[src/rtl/hamming_pkg.sv]
// ============================================================================
// hamming_pkg : shared widths and sequencer state encoding for the receive path
// Revision    : 1.0 - initial release
// ============================================================================
`default_nettype none

package hamming_pkg;
  localparam int MSG_W = 16;
  localparam int SEL_W = 4;

  typedef enum logic [1:0] {
    IDLE    = 2'd0,
    COLLECT = 2'd1,
    FULL    = 2'd2
  } state_t;
endpackage

`default_nettype wire

[src/rtl/demux_frame_sequencer.sv]
// ============================================================================
// demux_frame_sequencer : serial-to-codeword sequencer driving the 1:16 demux
// Revision              : 1.0 - initial release
// ============================================================================
`default_nettype none

module demux_frame_sequencer
  import hamming_pkg::*;
#(
  parameter int FRAME_LEN = 16
) (
  input  logic             clk,
  input  logic             rst,
  input  logic             din,
  input  logic             din_valid,
  input  logic             sof,
  output logic             din_ready,
  output logic [SEL_W-1:0] A,
  output logic             dout,
  output logic             dout_en,
  output logic [MSG_W-1:0] frame,
  output logic             frame_valid,
  input  logic             frame_ready,
  output logic             sync_err
);

  localparam logic [SEL_W-1:0] C_LAST = SEL_W'(FRAME_LEN - 1);

  state_t           r_state;
  state_t           w_next;
  logic [SEL_W-1:0] r_cnt;
  logic [MSG_W-1:0] r_frame;
  logic             r_sync_err;
  logic             w_accept;
  logic [MSG_W-1:0] w_bit;

  always_ff @(posedge clk) begin
    if (rst) r_state <= IDLE;
    else     r_state <= w_next;
  end

  always_comb begin
    w_next = r_state;
    case (r_state)
      IDLE:    if (w_accept && sof) w_next = COLLECT;
      COLLECT: if (w_accept && !sof && r_cnt == C_LAST) w_next = FULL;
      FULL:    if (frame_ready) w_next = IDLE;
      default: w_next = IDLE;
    endcase
  end

  // Reset gates every handshake output so nothing is steered while rst is high.
  always_comb begin
    din_ready   = !rst && (r_state != FULL);
    w_accept    = din_valid && din_ready;
    dout        = din;
    dout_en     = w_accept && ((r_state == COLLECT) || sof);
    frame_valid = !rst && (r_state == FULL);
    if (rst || r_state == IDLE || (r_state == COLLECT && sof)) A = '0;
    else                                                        A = r_cnt;
  end

  assign w_bit    = MSG_W'(1) << r_cnt;
  assign frame    = r_frame;
  assign sync_err = r_sync_err;

  // Counter saturates at the last position; the FSM leaves COLLECT there.
  always_ff @(posedge clk) begin
    if (rst) begin
      r_cnt      <= '0;
      r_frame    <= '0;
      r_sync_err <= 1'b0;
    end else begin
      r_sync_err <= 1'b0;
      if (w_accept) begin
        if (sof) begin
          r_frame    <= {{(MSG_W-1){1'b0}}, din};
          r_cnt      <= SEL_W'(1);
          r_sync_err <= (r_state == COLLECT);
        end else if (r_state == COLLECT) begin
          r_frame <= (r_frame & ~w_bit) | (din ? w_bit : '0);
          if (r_cnt != C_LAST) r_cnt <= r_cnt + SEL_W'(1);
        end
      end
    end
  end

endmodule

`default_nettype wire
[config.mk]
export PLATFORM = sky130hd
export DESIGN_NAME = demux_frame_sequencer
export DESIGN_NICKNAME = d
export VERILOG_FILES = /design/src/rtl/hamming_pkg.sv /design/src/rtl/demux_frame_sequencer.sv
export SDC_FILE = /design/constraint.sdc
export NUM_CORES = 1
export LEC_CHECK = 0
export BUFFER_PORTS_ARGS = -buffer_cell sky130_fd_sc_hd__buf_2
export CAP_MARGIN = 20
export CORE_ASPECT_RATIO = 0.6
export CORE_MARGIN = 2
export CORE_UTILIZATION = 56
export DETAILED_ROUTE_END_ITERATION = 8
export GPL_TIMING_DRIVEN = 1
export HOLD_SLACK_MARGIN = 0.15
export PLACE_DENSITY = 0.92
export SETUP_SLACK_MARGIN = 0.3
export SLEW_MARGIN = 10
export SYNTH_ARGS = -nofsm -noshare
export SYNTH_HDL_FRONTEND = slang
export SYNTH_SLANG_ARGS = --single-unit
[constraint.sdc]
create_clock -name clk -period 4.35 [get_ports clk]
set_input_delay 0 -clock clk [delete_from_list [all_inputs] [get_ports clk]]
set_output_delay 0 -clock clk [all_outputs]
set_load 0.05 [all_outputs]
==> results.md <==
- CP max stage delay: 0.66 ns
- Die Footprint: 2740 sq um
- Syn Inst Count: 154
- final net count: 189
- internal power component: 0.293 mW
- final critical-path required period: 2.14 ns
- number of cell rows: 13
- leading cell type in the layout, fill and taps excluded: sky130_fd_sc_hd__buf_2
- sequential fraction of design power: 54.4%
- Critical path buffers and inverters: 0
- first-pass GRT wire length: 4940 um
- commonest non-fill, non-tap cells in the layout: 30 x sky130_fd_sc_hd__buf_2, 23 x sky130_fd_sc_hd__dfxtp_1, 17 x sky130_fd_sc_hd__a21oi_1, 14 x sky130_fd_sc_hd__o21ai_0, 11 x sky130_fd_sc_hd__nand3_1
- vias per inst: 5.91
- violation count after the first detailed-route iteration: 149
- core area: 2180 sq um
- unrepaired setup endpoints after global routing: false
- proportion of register bits with asynchronous set or reset after synthesis: 0%
- DR vias: 1217
- share of cells above drive strength 1: 20.5%
- cell at the slowest stage of the critical path: sky130_fd_sc_hd__nand4bb_1
- final hold vios: 0
- insertion delay of the later-clocked pin in the worst-skew pair: 0.27 ns
- sequential share of the synthesized area: 35.4%
- number of flops mapped to enable cells by yosys: 0
- Worst Setup End Kind: register
- placement-stage worst setup slack: 2.30 ns
- antenna-violating nets left: 0
- result of the run: finished, final reports clean
- total number of yosys warnings: 0
- hpwl dp: 2190 um
- worst max-slew margin expressed relative to the limit: 47.6%
- area grow syn2layout: 12.7%
- net count of the mapped netlist: 166
- Worst Hold Margin: 0.167 ns
- switching power of the nets: 0.104 mW
- Mean Syn Cell Area: 8.46 sq um
- I/O Pins: 31
- net switching fraction of the power: 26.2%
- buffer cell driving the clock tree root: sky130_fd_sc_hd__clkbuf_8
- final setup margin: 2.21 ns
- die outline width: 66.3 um
- effective utilization at floorplan: 59.8%
- worst setup skew after layout: 0.00588 ns
- worst path required time: 4.55 ns
- detailed-routing iteration count for the pre-antenna-repair pass: 4
- vertical extent of the die: 41.4 um
- maximum level of the CTS H-tree: 1
- count of input and output buffers: 30
- distinct cell type count after synthesis: 35
- DP Cell Count: 199
- Primary FF master, synth: sky130_fd_sc_hd__dfxtp_1
- remaining design rule violation count: 0
- post-synthesis sequential element count: 23
- footprint of the multi-input gates: 722 sq um
- largest net degree at the start of global routing: 28
- sequential cell area in the final layout: 460 sq um
- # setup viols final: 0
- FILL cells: 202
- DR WL/cell: 14.8 um
- highest ir drop seen on vdd: 136 uV
- worst setup path category: register to register
- number of resized instances in the post-cts repair step: 0
- Final TNS setup: 0 ns
- mapped cell area: 1300 sq um
- cell chain of the critical path: nand4bb_1 > nor3b_4 > nand4_1 > a21oi_1
- startpoint types: register
- GR Overflow Total: 0
- number of max-slew violations in the final report: 0
- Cell Pwr Density: 271 nW/um^2
- post-layout instance count excluding filler cells: 206
- leakage power summed over all cells: 0.581 nW
- CTS max path bufs: 2
- critical path arrival: 2.34 ns
- Max Cap Violations: 0
- highest achievable clock rate: 0.467 GHz
- number of antenna violations at the first check in global routing: 0
- worst min path class: input pin to register
- CTS tree: built
- number of global-route vias before repair: 1096
- overall routed net length: 3040 um
- count of clock tree sinks: 23
- clock slew at reported path FFs: 0.07 ns
- maximum fanout along the worst path: 16
- fraction of power consumed by combinational cells: 12.3%
- worst slew pin tran: 0.782 ns
- GPL Wtd Cong: 0.839
- total routing usage reported by global routing: 25.0%
- dominant delay contributor by cell family on the critical path: simple AND/OR/NAND/NOR gates
- TritonCTS Buffers: 3
- diodes inserted: 0
- part of the power in the clock network: 33.3%
- fin crit share: 49.2%
[what timing repair did]
| action | in CTS | in global routing |
|---|---|---|
| buffers inserted | 0 | 0 |
| hold endpoints to repair | 7 | 0 |
| hold buffers | 3 | 0 |
[layout make-up]
cell class                      instances  share of cell area, %
Multi-Input combinational cell        110                   49.2
Sequential cell                        23                   31.4
Timing Repair Buffer                   33                   12.3
Clock buffer                            4                   3.07
Tap cell                               30                   2.56
Inverter                                6                   1.53
[final timing paths]
check	start	to	slack [ns]	cells past startpoint
worst max-delay path	r_state[0]	frame[12]	2.21	4
worst min-delay path	rst	r_state[1]	0.17	2
worst max register to register	r_state[0]	frame[12]	2.21	4
worst min register to register	frame[15]	frame[15]	0.47	2
[synth_stat cells (all sizes together) (2+ instances only)]
| library cell | count | area (sq um) |
|---|---|---|
| a211oi | 9 | 80.1 |
| a21oi | 17 | 85.1 |
| a311oi | 3 | 26.3 |
| a31oi | 2 | 12.5 |
| and3 | 2 | 12.5 |
| buf | 8 | 67.6 |
| clkbuf | 7 | 30.0 |
| dfxtp | 23 | 460 |
| ha | 6 | 75.1 |
| inv | 6 | 22.5 |
| mux2i | 4 | 40.0 |
| nand2 | 8 | 30.0 |
| nand2b | 3 | 18.8 |
| nand3 | 11 | 55.1 |
| nand4 | 4 | 25.0 |
| nor2 | 6 | 22.5 |
| nor2b | 4 | 25.0 |
| nor3 | 3 | 15.0 |
| nor3b | 4 | 41.3 |
| o21ai | 14 | 70.1 |
[per-stage QoR]
step / total power [mW] / util [%] / area, sq um
floorplan: 0.259 / - / 1300
global placement: 0.265 / 63.9 / 1390
detailed placement: 0.267 / 63.9 / 1390
CTS: 0.399 / 67.3 / 1470
global route: 0.414 / 67.3 / 1470
finish: 0.397 / 67.3 / 1470
[cells by family after synthesis]
logic type                 synth area share, %
and+or+nand+nor                           22.5
buffers and inverters                     9.22
DFF                                       35.4
muxes                                     3.07
adders and majority gates                 5.76
AOI/OAI and AO/OA                         23.4
xor gates and xnor gates                 0.673
[worst register-to-register path, stage by stage (launching register included)]
cell	delay [ns]
sky130_fd_sc_hd__dfxtp_1	0.44
sky130_fd_sc_hd__nand4bb_1	0.66
sky130_fd_sc_hd__nor3b_4	0.65
sky130_fd_sc_hd__nand4_1	0.17
sky130_fd_sc_hd__a21oi_1	0.16
[metal layers]
layer  track usage [%]  vias to the layer above  routed length, um
met5                 0                        -                  0
met4              10.7                        0                 65
met3              6.72                        9                172
met2              44.3                       39               1460
met1              30.2                      567               1350
li1                  -                      602                  -
[state kept, by name, indices dropped and copies added, names as in the netlist, named ones only]
| signal | count |
|---|---|
| frame | 15 |
| r_cnt | 4 |
| r_state | 2 |
| sync_err | 1 |
[power groups by stage]
| stage | Combinational (mW) | Clock [mW] | Sequential [mW] |
|---|---|---|---|
| after floorplan | 0.0369 | 0 | 0.222 |
| after global placement | 0.0446 | 0 | 0.220 |
| after detailed placement | 0.0459 | 0 | 0.221 |
| after CTS | 0.0482 | 0.135 | 0.216 |
| after global routing | 0.0533 | 0.144 | 0.217 |
| final | 0.0487 | 0.132 | 0.216 |
Power figures use the tool's default switching activity.
